===== config.mk =====
export PLATFORM = sky130hd
export DESIGN_NAME = muldiv_sequencer
export DESIGN_NICKNAME = d
export VERILOG_FILES = /design/src/rtl/muldiv_sequencer.sv
export SDC_FILE = /design/constraint.sdc
export NUM_CORES = 1
export LEC_CHECK = 0
export CORE_MARGIN = 3
export CORE_UTILIZATION = 35
export CTS_BUF_LIST = sky130_fd_sc_hd__clkbuf_16
export CTS_CLUSTER_DIAMETER = 60
export CTS_CLUSTER_SIZE = 8
export DETAILED_ROUTE_END_ITERATION = 8
export SLEW_MARGIN = 40
export SYNTH_ARGS = -nofsm -noshare
export SYNTH_HDL_FRONTEND = slang
export SYNTH_SLANG_ARGS = --single-unit

===== constraint.sdc =====
create_clock -name clk -period 3.1 [get_ports clk]
set_input_delay 0.465 -clock clk [delete_from_list [all_inputs] [get_ports clk]]
set_output_delay 0.465 -clock clk [all_outputs]
set_load 0.05 [all_outputs]

===== src/rtl/muldiv_sequencer.sv =====
// muldiv_sequencer: iterative 32-bit MUL/DIVU/REMU driving the shared ALU for each add/sub step
module muldiv_sequencer (
  input  logic        clk,
  input  logic        rst,
  input  logic        start,
  input  logic [1:0]  op,
  input  logic [31:0] a,
  input  logic [31:0] b,
  output logic        busy,
  output logic        done,
  output logic [31:0] result,
  output logic        alu_req,
  output logic [31:0] alu_rda,
  output logic [31:0] alu_rdb,
  output logic [3:0]  alu_fop,
  input  logic [31:0] alu_result
);
  typedef enum logic [1:0] {IDLE, RUN, DONE} state_t;
  state_t state, state_n;
  logic [4:0] cnt;
  logic [1:0] op_r;
  logic [31:0] x, y, z, x_n, y_n, z_n;
  logic [32:0] s;
  logic ge, run, mul;
  assign run = state == RUN;
  assign mul = op_r == 2'd0;
  assign busy = state != IDLE;
  assign alu_req = busy;
  assign done = state == DONE;
  assign s = {z, x[31]};
  assign ge = s[32] | (s[31:0] >= y);
  always_comb begin
    state_n = state == IDLE ? (start ? RUN : IDLE) : state == RUN ? (cnt == 5'd31 ? DONE : RUN) : IDLE;
    alu_rda = run ? (mul ? z : s[31:0]) : 32'd0;
    alu_rdb = run ? (mul ? x : y) : 32'd0;
    alu_fop = run && !mul ? 4'd1 : 4'd0;
    x_n = mul ? x << 1 : {x[30:0], ge};
    y_n = mul ? y >> 1 : y;
    z_n = mul ? (y[0] ? alu_result : z) : (ge ? alu_result : s[31:0]);
  end
  always_ff @(posedge clk) begin
    if (rst) begin
      state <= IDLE;
      cnt <= 5'd0;
      op_r <= 2'd0;
      x <= 32'd0;
      y <= 32'd0;
      z <= 32'd0;
      result <= 32'd0;
    end else begin
      state <= state_n;
      if (state == IDLE && start) begin
        op_r <= op;
        cnt <= 5'd0;
        x <= a;
        y <= b;
        z <= 32'd0;
      end else if (run) begin
        cnt <= cnt + 5'd1;
        x <= x_n;
        y <= y_n;
        z <= z_n;
        if (cnt == 5'd31)
          result <= op_r == 2'd0 ? z_n : op_r == 2'd1 ? x_n : op_r == 2'd2 ? z_n : 32'd0;
      end
    end
  end
endmodule


==> results.sh <==
export IMPL_grt_busiest_layer="met2"
export IMPL_switchingPower_uw=1650
export IMPL_cts_sinks=137
export IMPL_dr_first_iter_drc_count=1053
export IMPL_areaGrowthSynthToFinish_pct=36.0
export IMPL_dr_total_vias=10300
export IMPL_startpoint="y[13]$_SDFFE_PP0P_"
export IMPL_cp_max_fo=33
export IMPL_p_comb_share_pct=21.6
export IMPL_cts_root_buf="clkbuf_16"
export IMPL_slew_violations=0
export IMPL_rr_worst_depth=10
export IMPL_sw_frac_of_total_pct=31.0
export IMPL_tritoncts="built"
export IMPL_max_cap_violations=0
export IMPL_rsz0062_at_grt="no"
export IMPL_die_area_um2=27800
export IMPL_vdd_ir_drop_max_uv=316
export IMPL_cts_max_path_buffers=2
export IMPL_fin_crit_ps=2920
export IMPL_antenna_found_initial=0
export IMPL_synthCells=1287
export IMPL_synth_ff_type="dfxtp_1"
export IMPL_hold_slack_ps=438
export IMPL_first_pass_iters=5
export IMPL_cts_inserted_buffers=17
export IMPL_worst_pin_slew_ps=751
export IMPL_grt_total_usage_pct=24.5
export IMPL_clock_tree_htree_level_count=4
export IMPL_met3_usage_pct=4.96
export IMPL_wl_per_cell_um=20.0
export IMPL_end_kind="flop"
export IMPL_pwr_share_seq_pct=36.2
export IMPL_ys_types=43
export IMPL_finalHoldViolations=0
export IMPL_drc_errors=0
export IMPL_synthArstFlopShare_pct=0
export IMPL_clkPwrFrac_pct=42.2
export IMPL_first_global_vias=10000
export IMPL_routabilityCongestion=0.834
export IMPL_core_area_um2=25300
export IMPL_mappedNetlistArea_um2=9030
export IMPL_die_h_um=167
export IMPL_io_pins=204
export IMPL_endpoint="result[20]$_SDFFE_PP0P_"
export IMPL_report_power_total_uw=5330
export IMPL_rrSetupSlack_ps=180
export IMPL_status="completed"
export IMPL_relSlewSlack_pct=49.9
export IMPL_vias_per_cell=5.78
export IMPL_crit_type="flop to flop"
export IMPL_synth_seq_cells=137
export IMPL_nNetsFinal=1578
export IMPL_die_w_um=167
export IMPL_grtUsageMet2_pct=41.4
export IMPL_r2r_end="result[20]$_SDFFE_PP0P_"
export IMPL_hold_buffers=0
export IMPL_nFillCells=2536
export IMPL_cp_start_kind="flop"
export IMPL_setup_viol=0
export IMPL_drive_above_1_share_pct=11.4
export IMPL_ys_seq_area_share_pct=30.4
export IMPL_post_cts_buffers=0
export IMPL_rows=58
export IMPL_grt_pass1_wl_um=55500
export IMPL_yosysWarningCount=0
export IMPL_hold_class="input port to flop"
export IMPL_worstPathRequired_ps=3410
export IMPL_setup_slack_ps=177
export IMPL_post_dp_hpwl_um=23500
export IMPL_rr_startpoint="y[13]$_SDFFE_PP0P_"
export IMPL_dp_slack_ps=-30.6
export IMPL_fmax_mhz=342
export IMPL_period_share_pct=94.3
export IMPL_p_leak_uw=0.00434
export IMPL_clkLatencyLatePin_ps=420
export IMPL_met1_usage_pct=31.8
export IMPL_path_clk_slew_ps=60
export IMPL_p_int_uw=3680
export IMPL_antenna_cells=0
export IMPL_avgSynthCellArea_um2=7.02
export IMPL_final_core_util_pct=48.6
export IMPL_final_setup_skew_ps=10.9
export IMPL_crit_arrival_ps=3230
export IMPL_synth_edf_count=0
export IMPL_drt_total_wl_um=35700
export IMPL_power_density_nw_per_um2=434
export IMPL_gr_total_overflow=0
export IMPL_grt_start_max_net_pins=84
export IMPL_ant_nets=0
export IMPL_port_buffers=200
export IMPL_start_util_pct=35.8
[final cells by class]
cell class | count | area [µm²] | share of cell area, %
well taps | 330 | 413 | 3.36
inverters | 35 | 131 | 1.07
clock buffers | 17 | 425 | 3.46
repair buffers | 256 | 2650 | 21.6
flip-flops and latches | 137 | 2740 | 22.3
multi-input cells | 996 | 5710 | 46.5
clock inverters | 15 | 205 | 1.67
[worst max-delay path, cell delays in order, from the launching register on]
cell and delay (ps):
dfxtp_1 350, inv_1 70, ha_1 300, nand4_1 180, nor3_2 260, or4b_1 510, a311oi_4 310, buf_4 190
buf_12 200, nor4bb_1 90, a311o_1 330
[layer usage]
metal	wire length (µm)	vias to the layer above	share of wire (%)
li1	-	4866	-
met1	15200	4895	43
met2	16800	498	47
met3	2800	69	7.9
met4	901	0	2.5
met5	0	-	0
[synthesized netlist by cell type, types with 2 or more instances]
master | number | share of area, %
nand3_1 | 2 | 0.11
o21ai_0 | 10 | 0.55
a22oi_1 | 33 | 2.7
nor3_1 | 96 | 5.3
nor2b_1 | 5 | 0.35
a211oi_1 | 64 | 5.3
or2_2 | 2 | 0.14
buf_2 | 14 | 0.78
nand4_1 | 4 | 0.28
ha_1 | 34 | 4.7
nand2_1 | 276 | 11
clkbuf_1 | 86 | 3.6
buf_4 | 5 | 0.42
buf_1 | 10 | 0.42
a311o_1 | 63 | 7.0
dfxtp_1 | 137 | 30
mux2i_1 | 31 | 3.4
inv_1 | 35 | 1.5
buf_6 | 6 | 0.75
nand2b_1 | 4 | 0.28
nor2_1 | 176 | 7.3
a21oi_1 | 142 | 7.9
xor2_1 | 2 | 0.19
nor4bb_1 | 31 | 3.4
[how the worst min path moves through the flow]
stage	startpoint	end	slack (ps)	cells past startpoint
after floorplan	cnt[4]$_SDFFE_PP0P_	cnt[4]$_SDFFE_PP0P_	440	2
after global placement	cnt[4]$_SDFFE_PP0P_	cnt[4]$_SDFFE_PP0P_	450	2
after detailed placement	cnt[4]$_SDFFE_PP0P_	cnt[4]$_SDFFE_PP0P_	460	2
after CTS	rst	x[16]$_SDFFE_PP0P_	420	2
after global routing	rst	x[16]$_SDFFE_PP0P_	430	2
final	rst	x[16]$_SDFFE_PP0P_	440	2
[stage by stage]
step	setup TNS, ps	cells	instance area, µm²
after floorplan	0	1289	9040
after global placement	0	1754	11600
after detailed placement	-494	1754	11600
after CTS	0	1786	12300
after global routing	0	1786	12300
final	0	1786	12300
[logic make-up after synthesis]
group	after synthesis	share of synthesized area (%)
other	1	0.0415
and+or+nand+nor	603	29.3
AOI/OAI and AO/OA	322	24.5
adders and majority gates	34	4.71
xor gates and xnor gates	3	0.291
buffers and inverters	156	7.39
DFF	137	30.4
muxes	31	3.44
[flip-flops by register name, indices dropped and copies added, names as in the netlist]
register	cells
cnt	5
op_r	2
result	32
state	2
x	32
y	32
z	32
[placed cells by master, fill, tap and decap left out, drive strengths merged, types with 2 or more instances in the layout]
master	n
nand2	276
nor2	176
a21oi	142
dfxtp	137
clkdlybuf4s50	135
buf	121
nor3	96
a211oi	64
a311o	63
inv	36
ha	34
a22oi	33
nor4bb	31
mux2i	31
clkbuf	17
o21ai	10
clkinv	8
bufinv	5
nor2b	5
nand4	4
nand2b	4
conb	3
or2	3
nand3	2
xor2	2
a311oi	2
[power groups by stage]
stage               registers (µW)  logic (µW)  clock network, µW
floorplan                     1930         658                  0
global placement              1960        1140                  0
detailed placement            1970        1140                  0
CTS                           1930        1150               2280
global route                  1940        1240               2360
finish                        1930        1150               2250
[timing repair]
| action | in CTS | in global routing |
|---|---|---|
| resized for setup | 1 | 3 |
| endpoints found under the hold margin | 0 | 0 |
| setup endpoints to repair | 30 | 30 |
Power figures use the tool's default switching activity.
